===== src/rtl/jpeg_frame_sequencer_pkg.sv =====
`default_nettype none
// ============================================================================
// Module      : jpeg_pkg
// Description : Shared constants, state encoding and row-count helper for the
//               JPEG frame sequencer and its stage controllers.
// Revision    : 1.0 - initial release
// ============================================================================
package jpeg_pkg;

    localparam int ADDR_W    = 15;
    localparam int BLK_ROWS  = 8;
    localparam int NUM_BLK_W = 12;
    localparam int PIPE_LAT  = 48;

    typedef enum logic [1:0] {
        ST_IDLE  = 2'd0,
        ST_RUN   = 2'd1,
        ST_DRAIN = 2'd2,
        ST_DONE  = 2'd3
    } state_t;

    // 4095 blocks * 8 rows = 32760, which still fits the 15-bit address space
    function automatic logic [ADDR_W-1:0] rows_of(input logic [NUM_BLK_W-1:0] blocks);
        return ADDR_W'(blocks) * ADDR_W'(BLK_ROWS);
    endfunction

endpackage
`default_nettype wire


===== src/rtl/jpeg_frame_sequencer_if.sv =====
`default_nettype none
// ============================================================================
// Module      : jpeg_frame_sequencer_if
// Description : Control and frame-buffer/pipeline signals of the sequencer.
// Revision    : 1.0 - initial release
// ============================================================================
interface jpeg_frame_sequencer_if #(
    parameter int ADDR_W = jpeg_pkg::ADDR_W
);
    import jpeg_pkg::*;

    logic                 start;
    logic [NUM_BLK_W-1:0] num_blocks;
    logic                 stall;
    logic                 abort;
    logic                 busy;
    logic                 done;
    logic                 rd_en;
    logic [ADDR_W-1:0]    rd_addr;
    logic                 pipe_en;
    logic                 wr_en;
    logic [ADDR_W-1:0]    wr_addr;

    modport master (
        output start, num_blocks, stall, abort,
        input  busy, done, rd_en, rd_addr, pipe_en, wr_en, wr_addr
    );

    modport slave (
        input  start, num_blocks, stall, abort,
        output busy, done, rd_en, rd_addr, pipe_en, wr_en, wr_addr
    );

endinterface
`default_nettype wire


===== src/rtl/jpeg_valid_delay.sv =====
`default_nettype none
// ============================================================================
// Module      : jpeg_valid_delay
// Description : Enable-gated 1-bit shift line tracking valid rows through a
//               fixed-latency pipeline; async active-low reset, sync clear.
// Revision    : 1.0 - initial release
// ============================================================================
module jpeg_valid_delay #(
    parameter int DEPTH = jpeg_pkg::PIPE_LAT
) (
    input  logic clk,
    input  logic reset,
    input  logic clr,
    input  logic en,
    input  logic din,
    output logic dout
);

    logic [DEPTH-1:0] r_line;

    always_ff @(posedge clk or negedge reset) begin
        if (!reset) begin
            r_line <= '0;
        end else if (clr) begin
            r_line <= '0;
        end else if (en) begin
            r_line <= {r_line[DEPTH-2:0], din};
        end
    end

    assign dout = r_line[DEPTH-1];

endmodule
`default_nettype wire


===== src/rtl/jpeg_frame_sequencer.sv =====
`default_nettype none
// ============================================================================
// Module      : jpeg_frame_sequencer
// Description : Frame-level controller: issues row reads, gates the pipeline
//               clock-enable, tracks in-flight rows and issues row writes.
// Revision    : 1.0 - initial release
// ============================================================================
module jpeg_frame_sequencer #(
    parameter int ADDR_W   = jpeg_pkg::ADDR_W,
    parameter int PIPE_LAT = jpeg_pkg::PIPE_LAT
) (
    input  logic                 clk,
    input  logic                 reset,
    jpeg_frame_sequencer_if.slave bus
);
    import jpeg_pkg::*;

    state_t            r_state;
    state_t            w_state_next;
    logic [ADDR_W-1:0] r_total;
    logic [ADDR_W-1:0] r_rd_cnt;
    logic [ADDR_W-1:0] r_wr_cnt;
    logic [ADDR_W-1:0] w_last_addr;
    logic              w_active;
    logic              w_start_ok;
    logic              w_abort;
    logic              w_pipe_en;
    logic              w_rd_en;
    logic              w_wr_en;
    logic              w_last_rd;
    logic              w_last_wr;
    logic              w_dly_out;
    logic              w_dly_clr;

    assign w_active    = (r_state == ST_RUN) || (r_state == ST_DRAIN);
    assign w_start_ok  = (r_state == ST_IDLE) && bus.start && (bus.num_blocks != '0);
    assign w_abort     = (r_state != ST_IDLE) && bus.abort;
    assign w_last_addr = r_total - ADDR_W'(1);
    assign w_dly_clr   = w_start_ok || w_abort;

    always_ff @(posedge clk or negedge reset) begin
        if (!reset) begin
            r_state <= ST_IDLE;
        end else begin
            r_state <= w_state_next;
        end
    end

    always_comb begin
        w_state_next = r_state;
        w_pipe_en    = 1'b0;
        w_rd_en      = 1'b0;
        w_wr_en      = 1'b0;
        w_last_rd    = 1'b0;
        w_last_wr    = 1'b0;

        // abort outranks stall; either one freezes the pipeline this cycle
        if (w_active && !bus.stall && !bus.abort) begin
            w_pipe_en = 1'b1;
        end
        w_rd_en   = (r_state == ST_RUN) && w_pipe_en;
        w_wr_en   = w_dly_out && w_pipe_en;
        w_last_rd = w_rd_en && (r_rd_cnt == w_last_addr);
        w_last_wr = w_wr_en && (r_wr_cnt == w_last_addr);

        case (r_state)
            ST_IDLE: begin
                if (w_start_ok) w_state_next = ST_RUN;
            end
            ST_RUN: begin
                if (w_abort)        w_state_next = ST_IDLE;
                else if (w_last_rd) w_state_next = ST_DRAIN;
            end
            ST_DRAIN: begin
                if (w_abort)        w_state_next = ST_IDLE;
                else if (w_last_wr) w_state_next = ST_DONE;
            end
            ST_DONE: begin
                w_state_next = ST_IDLE;
            end
            default: begin
                w_state_next = ST_IDLE;
            end
        endcase
    end

    // Counters stop at total-1 so the address outputs never wrap
    always_ff @(posedge clk or negedge reset) begin
        if (!reset) begin
            r_total  <= '0;
            r_rd_cnt <= '0;
            r_wr_cnt <= '0;
        end else if (w_start_ok) begin
            r_total  <= ADDR_W'(rows_of(bus.num_blocks));
            r_rd_cnt <= '0;
            r_wr_cnt <= '0;
        end else if (w_abort) begin
            r_rd_cnt <= '0;
            r_wr_cnt <= '0;
        end else begin
            if (w_rd_en && !w_last_rd) r_rd_cnt <= r_rd_cnt + ADDR_W'(1);
            if (w_wr_en && !w_last_wr) r_wr_cnt <= r_wr_cnt + ADDR_W'(1);
        end
    end

    jpeg_valid_delay #(
        .DEPTH (PIPE_LAT)
    ) u_valid_delay (
        .clk   (clk),
        .reset (reset),
        .clr   (w_dly_clr),
        .en    (w_pipe_en),
        .din   (w_rd_en),
        .dout  (w_dly_out)
    );

    assign bus.busy    = w_active;
    assign bus.done    = (r_state == ST_DONE);
    assign bus.rd_en   = w_rd_en;
    assign bus.rd_addr = r_rd_cnt;
    assign bus.pipe_en = w_pipe_en;
    assign bus.wr_en   = w_wr_en;
    assign bus.wr_addr = r_wr_cnt;

endmodule
`default_nettype wire

===== src/flat_wrapper.sv =====
// flat-port wrapper written by rule: the top's interface ports become plain ports
module jpeg_frame_sequencer_flat import jpeg_pkg::*;
#(
    parameter int ADDR_W   = jpeg_pkg::ADDR_W,
    parameter int PIPE_LAT = jpeg_pkg::PIPE_LAT
)
  (clk, reset, bus_start, bus_num_blocks, bus_stall, bus_abort, bus_busy, bus_done, bus_rd_en, bus_rd_addr, bus_pipe_en, bus_wr_en, bus_wr_addr);
  jpeg_frame_sequencer_if #(.ADDR_W(ADDR_W)) bus_i ();
  input  logic clk;
  input  logic reset;
  input wire logic [$bits(bus_i.start)-1:0] bus_start;
  input wire logic [$bits(bus_i.num_blocks)-1:0] bus_num_blocks;
  input wire logic [$bits(bus_i.stall)-1:0] bus_stall;
  input wire logic [$bits(bus_i.abort)-1:0] bus_abort;
  output wire logic [$bits(bus_i.busy)-1:0] bus_busy;
  output wire logic [$bits(bus_i.done)-1:0] bus_done;
  output wire logic [$bits(bus_i.rd_en)-1:0] bus_rd_en;
  output wire logic [$bits(bus_i.rd_addr)-1:0] bus_rd_addr;
  output wire logic [$bits(bus_i.pipe_en)-1:0] bus_pipe_en;
  output wire logic [$bits(bus_i.wr_en)-1:0] bus_wr_en;
  output wire logic [$bits(bus_i.wr_addr)-1:0] bus_wr_addr;
  assign bus_i.start = bus_start;
  assign bus_i.num_blocks = bus_num_blocks;
  assign bus_i.stall = bus_stall;
  assign bus_i.abort = bus_abort;
  assign bus_busy = bus_i.busy;
  assign bus_done = bus_i.done;
  assign bus_rd_en = bus_i.rd_en;
  assign bus_rd_addr = bus_i.rd_addr;
  assign bus_pipe_en = bus_i.pipe_en;
  assign bus_wr_en = bus_i.wr_en;
  assign bus_wr_addr = bus_i.wr_addr;
  jpeg_frame_sequencer #(.ADDR_W(ADDR_W), .PIPE_LAT(PIPE_LAT)) u_core (.clk(clk), .reset(reset), .bus(bus_i));
endmodule

===== config.mk =====
export PLATFORM = sky130hd
export DESIGN_NAME = jpeg_frame_sequencer_flat
export DESIGN_NICKNAME = d
export VERILOG_FILES = /design/src/rtl/jpeg_frame_sequencer_pkg.sv /design/src/rtl/jpeg_frame_sequencer_if.sv /design/src/rtl/jpeg_valid_delay.sv /design/src/rtl/jpeg_frame_sequencer.sv /design/src/flat_wrapper.sv
export SDC_FILE = /design/constraint.sdc
export NUM_CORES = 1
export LEC_CHECK = 0
export BUFFER_PORTS_ARGS = -buffer_cell sky130_fd_sc_hd__buf_2
export CAP_MARGIN = 30
export CORE_MARGIN = 3
export CORE_UTILIZATION = 40
export DETAILED_ROUTE_END_ITERATION = 10
export MAX_ROUTING_LAYER = met4
export PLACE_DENSITY = 0.62
export SYNTH_ARGS = -nofsm -noshare
export SYNTH_HDL_FRONTEND = slang
export SYNTH_SLANG_ARGS = --single-unit

===== constraint.sdc =====
create_clock -name clk -period 6.3 [get_ports clk]
set_input_delay 1.26 -clock clk [delete_from_list [all_inputs] [get_ports clk]]
set_output_delay 1.26 -clock clk [all_outputs]
set_load 0.005 [all_outputs]

==> impl_metrics.json <==
{
  "synth_warnings": 0,
  "synthTopCellsByArea": "dfrtp_1 44%, nand2_1 8.8%, a21oi_1 5.7%",
  "n_fill_cell": 1288,
  "routed.top_layer": "met4",
  "async_reset_ff_share_pct": 100,
  "synth.avg_cell_area_sq_um": 8.70,
  "synth_top_flop_cell": "dfrtp_1",
  "dp_hpwl_microns": 8840,
  "worstPathArrival_ns": 3.08,
  "pwr-share-comb_pct": 34.3,
  "htreeDepth": 3,
  "setup-tns-final_ns": 0,
  "stdcell_area_sq_um": 5920,
  "yosysSeqAreaShare_pct": 43.7,
  "worst_r2r_startpoint": "u_core.r_total[3]",
  "ir_worst_vdd_mv": 0.185,
  "yosys.area.top_type": "dfrtp_1",
  "grt_pass1_wl_microns": 21600,
  "hold_depth": 2,
  "drc": 0,
  "grt_pass1_vias": 4301,
  "rrSetupSlack_ns": 2.62,
  "insertion_delay_ns": 0.35,
  "hold_ws_ns": 0.518,
  "p_sw_w": 0.000827,
  "finalWeightedCongestion": 0.847,
  "r2r_end": "u_core.bus.rd_addr[8]",
  "multiInputGateArea_sq_um": 2720,
  "worst_pin_slew_ns": 0.867,
  "synth_cell_types": 64,
  "wl_met3_microns": 560,
  "overflow": 0,
  "pwr-share-seq_pct": 37.9,
  "cp_max_fo": 51,
  "wl_per_cell_microns": 15.3,
  "synth_common_cells": "123 x nand2_1, 92 x dfrtp_1, 60 x a21oi_1, 41 x nor2_1, 31 x clkbuf_1",
  "cts_resized": 0,
  "path_clk_slew_ns": 0.07,
  "cp_slowest_cell": "buf_4",
  "cts_buffers": 9,
  "drt_iter0_drc": 408,
  "cp.depth": 9,
  "wirelength_microns": 12400,
  "cp_cell_sequence": "buf_2, nor2_1, nand2_1, buf_4, inv_1, buf_4, nand2_1, inv_1, buf_2",
  "synth_area_sq_um": 5260,
  "wl_met1_microns": 5660,
  "rows": 41,
  "synth_edf_count": 0,
  "cap_viol_max_count": 0,
  "rsz0062_at_grt": "no",
  "synth-seq-cells": 92,
  "die_h_microns": 121,
  "hp-start": "u_core.u_valid_delay.r_line[39]",
  "finClkSkew_ns": 0.00786,
  "dp_slack_ns": 1.98,
  "die_x_microns": 121,
  "placed_area_sq_um": 5600,
  "max_stage_delay_ns": 0.42,
  "min_period_ns": 4.34,
  "outcome": "completed",
  "cellPowerDensity_nw_per_um2": 349,
  "pwr-share-clk_pct": 27.8,
  "worstPathRequired_ns": 5.04,
  "route.met2.wl_microns": 5980,
  "p_int_w": 0.00124,
  "antenna_left": 0,
  "area_delta_synth_final_pct": 12.4,
  "drive_above_1_share_pct": 14.4,
  "setup_slack_ns": 1.96,
  "relSlewSlack_pct": 42.2,
  "ff2ff_path_depth": 10,
  "ctsHoldBuffers": 0,
  "period_share_pct": 68.9,
  "postCtsSetupRepairBufs": 0,
  "viasPerCell": 5.42,
  "switching_share_pct": 40.0,
  "grt_antenna_before_repair": 0,
  "num_antenna_cells": 0,
  "synth_top_area_share_pct": 43.7,
  "cts_tree": "built",
  "port_buffers": 51,
  "core_sq_um": 12700,
  "seq_area_sq_um": 2300,
  "slew_viol_final": 0,
  "num_vias": 4387,
  "track_usage_pct": 18.8,
  "die_area_sq_um": 14600,
  "final_core_util_pct": 46.5,
  "initial_core_util_pct": 41.4,
  "final-setup-viol-count": 0,
  "crit_path_start_kind": "input pin",
  "end_kind": "primary output",
  "hold_path.class": "flop to flop",
  "min_to": "u_core.u_valid_delay.r_line[40]",
  "clock_path_buffers": 2,
  "io_pins": 52,
  "crit_family": "buffers and inverters",
  "hold_viol": 0,
  "syn-num-nets": 629,
  "yosys.cell_count.top_type": "nand2_1",
  "nets": 657,
  "fmaxAchievable_mhz": 230,
  "cts_sinks": 92,
  "cp.buffers_inverters": 6,
  "grt_max_degree": 66,
  "critPathKind": "input pin to primary output",
  "root_buffer": "clkbuf_16",
  "drt_first_pass_iters": 5,
  "synthesis.instances": 605,
  "p_leak_nw": 2.50
}
[power by group through the flow]
stage / Clock, W / Combinational [W] / Sequential, W
3_5_place_dp: 0 / 0.000707 / 0.000792
2_1_floorplan: 0 / 0.000650 / 0.000682
6_report: 0.000574 / 0.000708 / 0.000784
4_1_cts: 0.000589 / 0.000712 / 0.000782
5_1_grt: 0.000620 / 0.000793 / 0.000800
3_3_place_gp: 0 / 0.000692 / 0.000788
[stage by stage]
| stage | cells | total power (W) |
|---|---|---|
| after global routing | 810 | 0.00221 |
| after detailed placement | 794 | 0.00150 |
| after global placement | 794 | 0.00148 |
| after floorplan | 605 | 0.00133 |
| final | 810 | 0.00207 |
| after CTS | 810 | 0.00208 |
[logic make-up (layout without fill, tap and decap cells)]
group	Yosys count	in the layout	synth area share (%)
xor+xnor	45	45	8.01
mux	13	13	2.71
buf+inv	58	91	4.66
simple gates	269	269	24.8
fa+ha+maj	7	7	1.66
compound gates	121	121	14.4
flops	92	92	43.7
[worst max path at each step]
stage	to	slack (ns)	startpoint
final	bus_rd_en	1.96	bus_abort
after global routing	bus_rd_en	1.74	bus_abort
after CTS	bus_rd_en	1.96	bus_abort
after detailed placement	bus_rd_en	1.98	bus_abort
after global placement	bus_rd_en	2.02	bus_abort
after floorplan	bus_rd_en	3.18	bus_abort
[routing by layer]
| layer | global-route usage [%] | vias up |
|---|---|---|
| met5 | - | - |
| met4 | 5.59 | 0 |
| met3 | 4.21 | 17 |
| met2 | 29.8 | 93 |
| met1 | 24.5 | 2121 |
| li1 | - | 2156 |
[worst reg2reg max path: stages, from the launching register on]
cell	delay, ns
dfrtp_1	0.51
inv_1	0.12
ha_1	0.39
or4b_1	0.63
or3_1	0.38
a31oi_1	0.18
nand4bb_1	0.20
a2111oi_4	0.70
nor3_1	0.17
nand3_1	0.14
mux2i_1	0.18
[layout make-up]
class	instances	area share, %
clock buffer	10	4.04
clock inverter	6	1.29
inverter	19	1.21
multi-input combinational	455	45.9
sequential	92	38.9
tap	172	3.64
timing repair buffer	56	4.99
[state kept, by name, indices dropped and copies added (netlist names)]
register	flops
u_core.r_total	12
u_core.r_state	2
u_core.bus.wr_addr	15
u_core.bus.rd_addr	15
u_core.u_valid_delay.r_line	48
[placed cells by master, fill, tap and decap left out, drive strengths merged, types with 5 or more instances in the layout]
cell,synthesis,routed
a211oi,5,5
o21ai,19,19
a31oi,6,6
clkbuf,31,10
nand2,123,123
nor2b,5,5
nand3,18,18
buf,8,56
nor2,42,42
or3,6,6
a21oi,61,61
mux2,10,10
xor2,17,17
nor4,10,10
or4,5,5
xnor2,26,26
dfrtp,92,92
nor3,13,13
nand2b,8,8
ha,7,7
nand3b,7,7
and3,7,7
inv,19,24
nand4,9,9
Power figures use the tool's default switching activity.
